--- src/rtl/game_control_fsm.sv ---
// game_control_fsm: control unit of the memory game.
// Holds the game FSM, the ENTER-key synchroniser / falling-edge detector and the
// tick prescaler that paces the datapath time counter (E2).
// Optional feature macro: GAME_TIMEOUT_EN -- when defined, end_time in USER
// (without end_User) ends the game by timeout; when undefined end_time is ignored.
module game_control_fsm #(
    parameter int TICK_DIV = 50_000_000,
    parameter int ST_W     = 3
) (
    input  logic            CLOCK_50,
    input  logic            RESET,
    input  logic            KEY_ENTER,
    input  logic            end_FPGA,
    input  logic            end_User,
    input  logic            end_time,
    input  logic            win,
    input  logic            match,
    output logic            R1,
    output logic            R2,
    output logic            E1,
    output logic            E2,
    output logic            E3,
    output logic            E4,
    output logic            SEL,
    output logic [ST_W-1:0] state_o
);

    typedef enum logic [ST_W-1:0] {
        ST_INIT   = ST_W'(0),
        ST_SETUP  = ST_W'(1),
        ST_FPGA   = ST_W'(2),
        ST_USER   = ST_W'(3),
        ST_CHECK  = ST_W'(4),
        ST_NEXT   = ST_W'(5),
        ST_RESULT = ST_W'(6)
    } state_t;

    localparam int CNT_W = (TICK_DIV > 1) ? $clog2(TICK_DIV) : 1;
    localparam logic [CNT_W-1:0] TICK_LAST = CNT_W'(TICK_DIV - 1);

    state_t           state_reg;
    state_t           state_next;
    logic [CNT_W-1:0] tick_cnt_reg;
    logic [CNT_W-1:0] tick_cnt_next;
    logic             tick;

    // The key is active-low, so every flop of the chain resets to 1 (released).
    logic sync1_reg;
    logic sync2_reg;
    logic key_prev_reg;
    logic enter_p_reg;

`ifndef GAME_TIMEOUT_EN
    // end_time has no effect in this build; keep it visibly consumed.
    logic timeout_unused;
    assign timeout_unused = end_time;
`endif

    // ENTER: two-flop synchroniser, then a registered falling-edge pulse.
    always_ff @(posedge CLOCK_50 or posedge RESET) begin
        if (RESET) begin
            sync1_reg    <= 1'b1;
            sync2_reg    <= 1'b1;
            key_prev_reg <= 1'b1;
            enter_p_reg  <= 1'b0;
        end else begin
            sync1_reg    <= KEY_ENTER;
            sync2_reg    <= sync1_reg;
            key_prev_reg <= sync2_reg;
            enter_p_reg  <= key_prev_reg & ~sync2_reg;
        end
    end

    // Prescaler: counts only while the user is playing, held at zero otherwise.
    always_comb begin
        tick_cnt_next = '0;
        tick          = 1'b0;
        if (state_reg == ST_USER) begin
            if (tick_cnt_reg == TICK_LAST) begin
                tick          = 1'b1;
                tick_cnt_next = '0;
            end else begin
                tick_cnt_next = tick_cnt_reg + CNT_W'(1);
            end
        end
    end

    // Prescaler count register.
    always_ff @(posedge CLOCK_50 or posedge RESET) begin
        if (RESET) begin
            tick_cnt_reg <= '0;
        end else begin
            tick_cnt_reg <= tick_cnt_next;
        end
    end

    // FSM state register.
    always_ff @(posedge CLOCK_50 or posedge RESET) begin
        if (RESET) begin
            state_reg <= ST_INIT;
        end else begin
            state_reg <= state_next;
        end
    end

    // Next-state and Moore output decode; E2/E4 are qualified by tick/enter_p.
    always_comb begin
        state_next = state_reg;
        R1  = 1'b0;
        R2  = 1'b0;
        E1  = 1'b0;
        E2  = 1'b0;
        E3  = 1'b0;
        E4  = 1'b0;
        SEL = 1'b0;
        case (state_reg)
            ST_INIT: begin
                R1         = 1'b1;
                R2         = 1'b1;
                state_next = ST_SETUP;
            end
            ST_SETUP: begin
                E1 = 1'b1;
                if (enter_p_reg) begin
                    state_next = ST_FPGA;
                end
            end
            ST_FPGA: begin
                E3 = 1'b1;
                R2 = 1'b1;
                if (end_FPGA) begin
                    state_next = ST_USER;
                end
            end
            ST_USER: begin
                E2 = tick;
                E4 = enter_p_reg;
                // A completed entry takes priority over a simultaneous timeout.
                if (end_User) begin
                    state_next = ST_CHECK;
                end
`ifdef GAME_TIMEOUT_EN
                else if (end_time) begin
                    state_next = ST_RESULT;
                end
`endif
            end
            ST_CHECK: begin
                if (match && !win) begin
                    state_next = ST_NEXT;
                end else begin
                    state_next = ST_RESULT;
                end
            end
            ST_NEXT: begin
                R2         = 1'b1;
                state_next = ST_FPGA;
            end
            ST_RESULT: begin
                SEL = 1'b1;
                if (enter_p_reg) begin
                    state_next = ST_INIT;
                end
            end
            default: begin
                // Unused encodings recover through INIT.
                state_next = ST_INIT;
            end
        endcase
    end

    assign state_o = state_reg;

endmodule

--- config.mk ---
export PLATFORM = sky130hd
export DESIGN_NAME = game_control_fsm
export DESIGN_NICKNAME = d
export VERILOG_FILES = /design/src/rtl/game_control_fsm.sv
export SDC_FILE = /design/constraint.sdc
export NUM_CORES = 1
export LEC_CHECK = 0
export ABC_AREA = 1
export CORE_MARGIN = 2
export CORE_UTILIZATION = 40
export DETAILED_ROUTE_END_ITERATION = 12
export GPL_TIMING_DRIVEN = 0
export MAX_ROUTING_LAYER = met4
export PLACE_DENSITY = 0.67
export SLEW_MARGIN = 20
export SYNTH_ARGS = -nofsm -noshare
export SYNTH_HDL_FRONTEND = slang
export SYNTH_SLANG_ARGS = --single-unit
--- constraint.sdc ---
create_clock -name CLOCK_50 -period 3.9 [get_ports CLOCK_50]
set_input_delay 0.39 -clock CLOCK_50 [delete_from_list [all_inputs] [get_ports CLOCK_50]]
set_output_delay 0.39 -clock CLOCK_50 [all_outputs]
set_load 0.01 [all_outputs]
==> results of run 1 <==
[logic make-up (layout without fill, tap and decap cells)]
family	after synthesis	in the layout	share of synthesized area, %
AOI/OAI and AO/OA	9	9	2.56
xor gates and xnor gates	13	13	5.81
adders and majority gates	1	1	0.639
buffers and inverters	35	59	7.54
DFF	33	33	42.4
and+or+nand+nor	184	184	41.1
[worst reg2reg max path, delay by kind of cell, from the launching register on]
kind / cells / cell delay, ns
fa+ha+maj: 1 / 0.28
buf+inv: 2 / 0.25
flops: 1 / 0.45
simple gates: 6 / 0.61
[layer usage]
metal | vias to the layer above | routed length [um] | part of all wire, % | GRT usage, %
met2 | 32 | 1820 | 47 | 26.9
met1 | 742 | 1850 | 48 | 22.8
met4 | 0 | 61 | 1.6 | 6.06
met3 | 5 | 141 | 3.6 | 4.47
met5 | - | 0 | 0 | -
li1 | 875 | - | - | -
[cell type report]
cell class | count | share of cell area, %
multi-input cells | 207 | 42.3
clock buffers | 7 | 3.72
clock inverters | 1 | 1.30
well taps | 67 | 3.62
repair buffers | 16 | 6.91
inverters | 33 | 5.34
flip-flops and latches | 33 | 35.8
plain buffers | 2 | 1.03
[placed cells by master, fill, tap and decap left out]
cell type and n:
xnor2_1 7, a21boi_0 1, and2_0 1, buf_12 1, nand2_1 82, a21oi_1 2, clkbuf_1 2, nand2_2 3
dfrtp_1 30, clkbuf_8 6, nor2_8 1, nand3b_1 1, ha_1 1, nor3_1 2, o21bai_1 1, inv_2 3
dfstp_2 3, inv_1 30, nand2_4 1, and2_1 1, o21ai_0 5, nand4_1 1, clkdlybuf4s50_1 16, nand3_1 14
nor2_1 58, xor2_1 6, nor2_2 18, bufinv_16 1, nand3_2 1
[metrics by stage]
stage                     hold slack (ns)  setup WS [ns]  power, mW
after floorplan                     0.345           2.22      0.607
after detailed placement            0.348           1.62      0.744
final                               0.356           1.33       1.06
after global routing                0.360           1.17       1.14
after CTS                           0.358           1.30       1.07
after global placement              0.346           1.64      0.737
[worst paths after layout]
check                      slack, ns            start  depth (start not counted)               end
setup / recovery                1.33  tick_cnt_reg[0]                          8                E2
hold / removal                  0.36        sync1_reg                          0         sync2_reg
setup reg to reg                2.20  tick_cnt_reg[0]                          9  tick_cnt_reg[23]
hold reg to reg                 0.36        sync1_reg                          0         sync2_reg
max in group asynchronous       2.92            RESET                          2  tick_cnt_reg[14]
min in group asynchronous       0.53            RESET                          2   tick_cnt_reg[4]
[power breakdown]
part / internal, mW / total (mW) / leakage (nW) / switching [mW]
logic: 0.143 / 0.329 / 0.470 / 0.186
registers: 0.369 / 0.403 / 0.443 / 0.0345
clock network: 0.208 / 0.328 / 0.0585 / 0.120
==> results.txt, run 1 <==
Finished Cell Area = 0.00232 mm^2
Final Net Count = 307
Buf/Inv on CP = 2
Placer Congestion = 0.896
Largest net degree at the start of global routing = 34
Fraction of layout cells with a size suffix above 1 = 12.7%
Row cnt = 25
Clk Latency, worst-skew pair = 0.29 ns
Setup TNS = 0 ns
Vias in the first global route = 1546
CTS tree = yes
Utilization after layout = 49.1%
Via count = 1654
Minimum clock period = 2.57 ns
Primary FF master, synth = dfrtp_1
Resized Gates After CTS = 0
Max IR drop VDD = 217 uV
Clock sink total = 33
Post-DR wirelength/cell = 10.6 um
DR iter-0 viols = 83
Mapped Area = 0.00196 mm^2
Synth Instances = 275
Relative slew slack = 53.6%
# DRC = 0
Worst setup EP type = output port
Root Buffer = clkbuf_8
Initial antenna violation count = 0
Starting Density = 41.5%
# Post-CTS Setup Buffers = 0
Vias per cell = 4.52
DR pass1 iterations = 5
Delay-heaviest family, CP = buffers and inverters
PwrDens = 457 mW/mm^2
Leakage = 0.971 nW
HP Class = reg2reg
Cell variety after synth = 26
Total gr overflow = 0
All-layer global routing usage = 17.6%
Full die area = 0.00547 mm^2
Max cap viols = 0
Ys async rst share = 100%
Routed Antenna Nets = 0
Cell accounting for the most synthesized area = dfrtp_1
Most frequent cells after synthesis = nand2_1 (82), nor2_1 (58), inv_1 (31), dfrtp_1 (30), nor2_2 (18)
Startpoint Class = flip-flop
Clock skew = 0.00738 ns
Fmax = 0.390 GHz
Share of the cycle needed by the critical path after routing = 65.8%
Critical-path cell list = ha_1, inv_2, nor2_8, nand3_2, nor2_2, nand2_2, nor2_1, clkdlybuf4s50_1
Core Box Area = 0.00472 mm^2
Max clock buf depth = 2
Synth area leaders = dfrtp_1 (38%), nand2_1 (16%), nor2_1 (11%)
Kind of critical path = reg2out
Worst EP arrival = 2.18 ns
CP Max Fanout = 6
Hold_buf cts = 0
Syn nets = 284
Die H = 74.0 um
Synth top area share = 38.3%
Final Hold Vio Count = 0
Post-Layout Cell Count = 366
Slowest stage delay, CP = 0.54 ns
HPWL after DPL = 2.99 mm
Ant. Diodes = 0
Worst-Margin Slew = 0.695 ns
Count leader, synth = nand2_1
Largest register FFs = 26
Clock buffer count from CTS = 5
Post-synthesis sequential area ratio = 42.4%
EDFF count, synth = 0
Flops & latches, synth = 33
RSZ-0062 raised after global routing = false
Register area = 830 um^2
Syn avg cell area = 7.12 um^2
DP Area = 0.00220 mm^2
Synth warn = 0
H-Tree Depth = 2
Ports = 18
Area grow syn2layout = 18.4%
Dpl cells = 358
Die Wd = 74.0 um
Clock transition at the registers of the reported paths = 0.06 ns
Req. time, crit path = 3.51 ns
Number of buffers added on ports = 16
Drt total wl = 3.87 mm
Area of the multi-input gates = 981 um^2
Status = finished clean
Setup Viol. Count Final = 0
# fillers = 472
Critical-path cell with the highest stage delay = clkdlybuf4s50_1
First-pass GRT wire length = 6.96 mm
Slew Viols, Final = 0
Power figures use the tool's default switching activity.
==> inputs of run 2 (changes only) <==
clock period = 2.4 ns   (was 3.9 ns; I/O delays follow)
==> run 2 against run 1 <==
Combinational power increased by 70%. Setup slack got worse by 1.2 ns. Core utilization increased by 0.26 points. Hold slack hardly changed. Critical path depth stayed put. Clock-buffer cell count unchanged. Critical path type unchanged.
==> results.txt, run 2 (synthesized netlist as in run 1, its figures left out) <==
Status = finished clean
Delay-heaviest family, CP = buffers and inverters
R2R cell count = 9
Req. time, crit path = 2.16 ns
Routed Antenna Nets = 0
Buf/Inv on CP = 2
GR peak layer = met2
Hold path depth = 0
Clk Latency, worst-skew pair = 0.29 ns
Hold_buf cts = 0
Minimum clock period = 2.24 ns
Post-DR wirelength/cell = 10.7 um
Fraction of layout cells with a size suffix above 1 = 14.0%
Startpoint Class = flip-flop
Ant. Diodes = 0
HPWL after DPL = 2.99 mm
Core Box Area = 0.00472 mm^2
Largest register FFs = 26
Critical-path cell list = ha_2, inv_2, nor2_8, nand3_2, nor2_2, nand2_2, nor2_1, clkdlybuf4s50_1
Placer Congestion = 0.896
Critical-path cell with the highest stage delay = clkdlybuf4s50_1
Most common library cell in the layout ignoring fill and taps = nand2_1
Slowest stage delay, CP = 0.54 ns
Clock buffer count from CTS = 5
Root Buffer = clkbuf_8
Vias in the first global route = 1546
Final Hold Vio Count = 0
Drt total wl = 3.92 mm
All-layer global routing usage = 17.6%
Die H = 74.0 um
Ports = 18
Number of buffers added on ports = 16
Share of the cycle needed by the critical path after routing = 93.5%
H-Tree Depth = 2
Row cnt = 25
Post-Layout Cell Count = 367
Die Wd = 74.0 um
HP Class = reg2reg
Worst-Margin Slew = 0.700 ns
Total power = 1.74 mW
Setup TNS = 0 ns
Setup Viol. Count Final = 0
Relative slew slack = 53.3%
Initial antenna violation count = 0
Total gr overflow = 0
RSZ-0062 raised after global routing = false
Levels on crit path = 8
Final Net Count = 308
Dpl cells = 358
Slew Viols, Final = 0
Utilization after layout = 49.4%
DR pass1 iterations = 4
Worst EP arrival = 2.00 ns
Fmax = 0.446 GHz
Clock sink total = 33
PwrDens = 747 mW/mm^2
Area grow syn2layout = 19.0%
DR iter-0 viols = 66
Clock skew = 0.00803 ns
GR Util met1 = 22.8%
Max clock buf depth = 2
Largest net degree at the start of global routing = 34
CP Max Fanout = 6
M3 GR Usage = 4.47%
Met2 global-route usage = 26.9%
Clock transition at the registers of the reported paths = 0.06 ns
Kind of critical path = reg2out
Max IR drop VDD = 355 uV
Max cap viols = 0
Starting Density = 41.5%
CTS tree = yes
Via count = 1679
Vias per cell = 4.57
# fillers = 469
Commonest non-fill, non-tap cells in the layout = nand2_1 (82), nor2_1 (58), inv_1 (30)
Full die area = 0.00547 mm^2
First-pass GRT wire length = 6.96 mm
Leakage = 0.975 nW
# DRC = 0
Worst setup EP type = output port
## run 2: changes by cell type in the layout (fill, tap and decap cells not counted), sizes merged
cell,previous run,this run
buf,1,2
## run 2: layer usage
layer | up-vias | wire length (um)
li1 | 878 | -
met1 | 762 | 1890
met2 | 34 | 1810
met3 | 5 | 155
met4 | 0 | 60
met5 | - | 0
## run 2: worst paths after layout
path                                  from               end  slack (ns)
min in group asynchronous            RESET  tick_cnt_reg[25]        0.38
setup / recovery           tick_cnt_reg[0]                E2        0.16
hold reg to reg                  sync1_reg         sync2_reg        0.36
hold / removal                   sync1_reg         sync2_reg        0.36
setup reg to reg           tick_cnt_reg[0]  tick_cnt_reg[23]        0.87
max in group asynchronous            RESET   tick_cnt_reg[0]        1.53
## run 2: area by class of cell
class	instances	area, um^2	area share (%)
Clock buffer	7	86.3	3.70
Tap cell	67	83.8	3.60
Timing Repair Buffer	17	168	7.19
Sequential cell	33	831	35.6
Clock inverter	1	30.0	1.29
Multi-Input combinational cell	207	983	42.2
Buffer	2	25.0	1.07
Inverter	33	124	5.31
## run 2: power breakdown
group,internal (mW),switching [mW],leakage [nW]
combinational,0.245,0.313,0.475
sequential,0.601,0.0472,0.441
clock,0.338,0.196,0.0585
total,1.18,0.557,0.975
## run 2: through the flow
stage	hold slack, ns	instance area, um^2	worst slack, ns
after floorplan	0.244	1960	0.872
after global placement	0.346	2200	0.291
after detailed placement	0.348	2200	0.269
after CTS	0.352	2320	0.0487
after global routing	0.336	2330	0.0119
final	0.356	2330	0.156
## run 2: what timing repair did
item / 4_1_cts / 5_1_grt
endpoints found under the setup margin: 1 / 2
hold endpoints to repair: 0 / 0
setup buffers: 0 / 1
resized for setup: 2 / 2
